### config.mk
export PLATFORM = sky130hd
export DESIGN_NAME = button_debounce
export DESIGN_NICKNAME = d
export VERILOG_FILES = /design/src/rtl/button_debounce.sv
export SDC_FILE = /design/constraint.sdc
export NUM_CORES = 1
export LEC_CHECK = 0
export ABC_CLOCK_PERIOD_IN_PS = 2700
export CORE_ASPECT_RATIO = 0.8
export CORE_MARGIN = 2
export CORE_UTILIZATION = 60
export DETAILED_ROUTE_END_ITERATION = 6
export GPL_TIMING_DRIVEN = 0
export PLACE_DENSITY_LB_ADDON = 0.25
export SLEW_MARGIN = 5
export SYNTH_ARGS = -nofsm -noshare
export SYNTH_HDL_FRONTEND = slang
export SYNTH_SLANG_ARGS = --single-unit
### constraint.sdc
create_clock -name clk -period 2.7 [get_ports clk]
set_clock_uncertainty 0.2 [all_clocks]
set_input_delay 0.54 -clock clk [delete_from_list [all_inputs] [get_ports clk]]
set_output_delay 0.54 -clock clk [all_outputs]
set_load 0.01 [all_outputs]
### src/rtl/button_debounce.sv
// button_debounce: two-flop synchroniser followed by a confirm-counter
// debouncer for raw push-button / DIP pins. It produces a clean registered
// level and one-cycle fall/rise pulses that coincide with each level change.
// Optional feature macro: DEBOUNCE_LONGPRESS_EN adds a hold counter and a
// one-cycle long_press pulse. Without the macro, long_press is tied to 0.
module button_debounce #(
  parameter int unsigned DEBOUNCE_CYCLES = 270000,
  parameter logic        IDLE_LEVEL      = 1'b1,
  parameter int unsigned LONG_CYCLES     = 27000000
) (
  input  logic clk,
  input  logic rst_n,
  input  logic in_raw,
  output logic out,
  output logic fall,
  output logic rise,
  output logic long_press
);

  localparam int CNT_WIDTH = $clog2(DEBOUNCE_CYCLES + 1);
  localparam logic [CNT_WIDTH-1:0] CNT_MAX = CNT_WIDTH'(DEBOUNCE_CYCLES);

  typedef enum logic [0:0] {
    S_STABLE  = 1'b0,
    S_CONFIRM = 1'b1
  } state_t;

  logic                 s1_r;
  logic                 s2_r;
  state_t               state_r;
  state_t               state_s;
  logic [CNT_WIDTH-1:0] cnt_r;
  logic [CNT_WIDTH-1:0] cnt_s;
  logic                 out_r;
  logic                 out_s;
  logic                 fall_r;
  logic                 fall_s;
  logic                 rise_r;
  logic                 rise_s;

  // Two-flop synchroniser; only s2_r is consumed by the rest of the block.
  always_ff @(posedge clk or negedge rst_n) begin
    if (!rst_n) begin
      s1_r <= IDLE_LEVEL;
      s2_r <= IDLE_LEVEL;
    end else begin
      s1_r <= in_raw;
      s2_r <= s1_r;
    end
  end

  // Debounce state, confirm counter and registered level/pulse outputs.
  always_ff @(posedge clk or negedge rst_n) begin
    if (!rst_n) begin
      state_r <= S_STABLE;
      cnt_r   <= {CNT_WIDTH{1'b0}};
      out_r   <= IDLE_LEVEL;
      fall_r  <= 1'b0;
      rise_r  <= 1'b0;
    end else begin
      state_r <= state_s;
      cnt_r   <= cnt_s;
      out_r   <= out_s;
      fall_r  <= fall_s;
      rise_r  <= rise_s;
    end
  end

  // Next-state logic: a change is accepted only after DEBOUNCE_CYCLES+1
  // consecutive diverging samples; any agreeing sample discards the count.
  always_comb begin
    state_s = state_r;
    cnt_s   = cnt_r;
    out_s   = out_r;
    fall_s  = 1'b0;
    rise_s  = 1'b0;
    case (state_r)
      S_STABLE: begin
        if (s2_r != out_r) begin
          state_s = S_CONFIRM;
          cnt_s   = CNT_WIDTH'(1'b1);
        end else begin
          cnt_s   = {CNT_WIDTH{1'b0}};
        end
      end
      S_CONFIRM: begin
        if (s2_r == out_r) begin
          state_s = S_STABLE;
          cnt_s   = {CNT_WIDTH{1'b0}};
        end else if (cnt_r < CNT_MAX) begin
          cnt_s   = cnt_r + CNT_WIDTH'(1'b1);
        end else begin
          state_s = S_STABLE;
          cnt_s   = {CNT_WIDTH{1'b0}};
          out_s   = s2_r;
          fall_s  = (s2_r == 1'b0);
          rise_s  = (s2_r == 1'b1);
        end
      end
      default: begin
        state_s = S_STABLE;
        cnt_s   = {CNT_WIDTH{1'b0}};
      end
    endcase
  end

  assign out  = out_r;
  assign fall = fall_r;
  assign rise = rise_r;

`ifdef DEBOUNCE_LONGPRESS_EN
  localparam int LCNT_WIDTH = $clog2(LONG_CYCLES + 1);
  localparam logic [LCNT_WIDTH-1:0] LCNT_MAX = LCNT_WIDTH'(LONG_CYCLES);

  logic [LCNT_WIDTH-1:0] hcnt_r;
  logic                  long_r;

  // Hold counter: runs while the clean level is non-idle, saturates at
  // LONG_CYCLES and pulses long_press once on reaching it.
  always_ff @(posedge clk or negedge rst_n) begin
    if (!rst_n) begin
      hcnt_r <= {LCNT_WIDTH{1'b0}};
      long_r <= 1'b0;
    end else if (out_r == IDLE_LEVEL) begin
      hcnt_r <= {LCNT_WIDTH{1'b0}};
      long_r <= 1'b0;
    end else if (hcnt_r < LCNT_MAX) begin
      hcnt_r <= hcnt_r + LCNT_WIDTH'(1'b1);
      long_r <= (hcnt_r == (LCNT_MAX - LCNT_WIDTH'(1'b1)));
    end else begin
      long_r <= 1'b0;
    end
  end

  assign long_press = long_r;
`else
  assign long_press = 1'b0;
`endif

endmodule
==> run_results.csv <==
group,metric,value,unit
cts,path_clk_slew,0.14,ns
power,p_int,0.0004449,W
yosys,synthCells,114,
die,coreArea,1892,µm²
detailed_routing,ant_nets,0,
detailed_routing,dr.pass1.iters,4,
yosys,synth_seq_cells,25,
global_routing,met2_usage,34.39,%
final_layout,final_cells,147,
power,pwr_density_cell,436.6,nW/µm²
yosys,syn_nets,118,
power,ir_drop,320.3,µV
sta,final_max_slew_viol_count,0,
global_routing,top_usage_layer,"met2",
power,p_comb_share,4.4,%
die,die_x,54.10,µm
final_layout,syn2layout_area_growth,8.930,%
setup_path,endpoint_kind,"output pin",
setup_path,max_stage_delay,0.59,ns
placed_design,gp_congestion,0.7180,
detailed_routing,drt_drc_violations_left,0,
power,netSwitchingFraction,22.37,%
yosys,async_flop_share,100.0,%
final_layout,final_nets,128,
sta,post-route-period-util,81.05,%
detailed_routing,vias_per_cell,5.551,
cts,cts_root_buf,"clkbuf_4",
cts,postCtsSetupBuffers,0,
cts,cts_tree,"yes",
setup_path,startpoint_type,"flop",
sta,hold_violations,0,
die,fp.dieH,44.08,µm
yosys,syn_area_per_cell,10.57,µm²
die,start_util,63.69,%
cts,clock-sinks,25,
yosys,yosys.area_share.adder,1.038,%
placed_design,hpwl,1384,µm
setup_path,cp_slowest_cell,"dfstp_2",
sta,setup_tns,0,ns
yosys,synth-compound-area-share,11.21,%
die,die_area,2385,µm²
final_layout,diodes,0,
detailed_routing,vias,816,
yosys,syn_area,1205,µm²
sta,tightest_slew,1.079,ns
setup_path,worstPathCellList,"clkdlybuf4s50_1",
yosys,ys_types,33,
cts,clkLatencyLatePin,0.32,ns
detailed_routing,avgRoutedWirePerCell,13.41,µm
placed_design,io_buffers,5,
final_layout,fill_cells,145,
yosys,yosys_most_used_dff,"dfrtp_1",
yosys,synth_top_family_by_area,"simple AND/OR/NAND/NOR gates",
yosys,yosysWarnings,0,
setup_path,worstPathRequired,1.96,ns
setup_path,cp.arrival,1.45,ns
sta,fmax,456.9,MHz
yosys,synth_edf_count,0,
die,num_rows,14,
global_routing,grt_pass1_vias,830,
final_layout,final_cell_mix,"22 x dfrtp_1, 12 x nor2_1, 9 x a21oi_1",
power,p_seq_share,66.9,%
placed_design,place_inst,143,
global_routing,antenna_found_initial,0,
sta,setup_viol,0,
yosys,synth_seq_area_share,52.23,%
die,io_pins,7,
detailed_routing,drt-initial-drc-count,11,
power,switchingPower,0.0001282,W
global_routing,grt_pass1_wl,3498,µm
setup_path,cp_num_buf_inv,1,
yosys,synth-xor-area-share,7.996,%
setup_path,crit_fanout,5,
final_layout,final_common_cell,"dfrtp_1",
status,status,"finished, final reports clean",
global_routing,grt_max_degree,26,
setup_path,cp_top_family,"flip-flops",
power,clock_power_share,28.6,%
global_routing,grt_use_met1,25.85,%
cts,post_cts_resize_count,0,
global_routing,grt-ovfl-total,0,
global_routing,use_met3,5.068,%
final_layout,post_route_cells_drive_above_1_share,13.82,%
yosys,synthSimpleGateAreaFrac,22.22,%
cts,cts.hold.buffers_added,0,
cts,cts_buffer_depth,2,
flow_run,maxCapViolCount,0,
cts,htreeDepth,1,
hold_path,min_path_type,"reg2reg",
power,leakage,0.5644,nW
cts,cts_buffers,3,
setup_path,path_class,"reg2out",
sta,relSlewSlack,27.82,%
sta,rsz0062_at_grt,"no",
global_routing,grtUsageTotal,20.23,%
detailed_routing,routed_wl,1972,µm
sta,fin_crit,2.188,ns
yosys,synthMuxAreaShare,0.9346,%
[path summary, 6_finish.rpt]
kind                          start         to  slack [ns]  cells after the start
max                             out        out        0.51                      1
min                            s1_r       s2_r        0.17                      0
max reg2reg                cnt_r[0]  cnt_r[18]        0.65                      6
min reg2reg                    s1_r       s2_r        0.17                      0
max in group asynchronous     rst_n  cnt_r[13]        1.06                      1
min in group asynchronous     rst_n    state_r        0.59                      1
[metal layers]
metal / part of all wire [%] / wire (µm) / vias to the layer above
li1: - / - / 414
met3: 3.5 / 69 / 2
met4: 0.66 / 13 / 0
met1: 48 / 945 / 391
met2: 48 / 943 / 9
met5: 0 / 0 / -
[flip-flops by register name, indices dropped and copies added, names as in the netlist]
register	cells
cnt_r	19
fall	1
out	1
rise	1
s1_r	1
s2_r	1
state_r	1
[power by group through the flow]
stage	Sequential (W)	Combinational [W]	Clock (W)
floorplan	0.000390	0.0000134	0
detailed placement	0.000391	0.0000261	0
CTS	0.000384	0.0000265	0.000173
global route	0.000384	0.0000292	0.000186
finish	0.000384	0.0000255	0.000164
global placement	0.000390	0.0000254	0
[cells in the mapped netlist (3+ instances only)]
master | instances | area (µm²)
a21oi_1 | 9 | 45.04
and4_1 | 3 | 26.28
dfrtp_1 | 22 | 550.5
dfstp_2 | 3 | 78.83
inv_1 | 3 | 11.26
nand2_1 | 7 | 26.28
nand3_1 | 6 | 30.03
nand4_1 | 3 | 18.77
nor2_1 | 12 | 45.04
o21ai_0 | 5 | 25.02
or3_1 | 5 | 31.28
xnor2_1 | 3 | 26.28
xor2_1 | 8 | 70.07
[cells by family after synthesis]
| family | count (synthesis) |
|---|---|
| multiplexers | 1 |
| other | 1 |
| AND/OR/NAND/NOR | 46 |
| adder cells (fa/ha/maj) | 1 |
| flip-flops | 25 |
| XOR/XNOR | 11 |
| buffers and inverters | 8 |
| AO/OA/AOI/OAI | 21 |
[through the flow]
stage          utilization [%]  setup slack [ns]  instance area [µm²]   power, W  hold WS [ns]
2_1_floorplan                -            0.9276                 1205  0.0004030       0.04441
3_3_place_gp             67.92            0.6519                 1285  0.0004156        0.1466
3_5_place_dp             67.92            0.6113                 1285  0.0004167        0.1510
4_1_cts                  69.38            0.4973                 1313  0.0005831        0.1706
5_1_grt                  69.38            0.4538                 1313  0.0005993        0.1743
6_report                 69.38            0.5116                 1313  0.0005731        0.1683
[layout make-up]
cell class	count	area, µm²	share of cell area [%]
Multi-Input combinational cell	81	526.8	40.13
Timing Repair Buffer	5	50.05	3.813
Tap cell	24	30.03	2.288
Inverter	3	11.26	0.8580
Clock buffer	3	22.52	1.716
Buffer	5	37.54	2.860
Sequential cell	25	629.4	47.95
Clock inverter	1	5.005	0.3813
(Power assumes the default switching activity.)
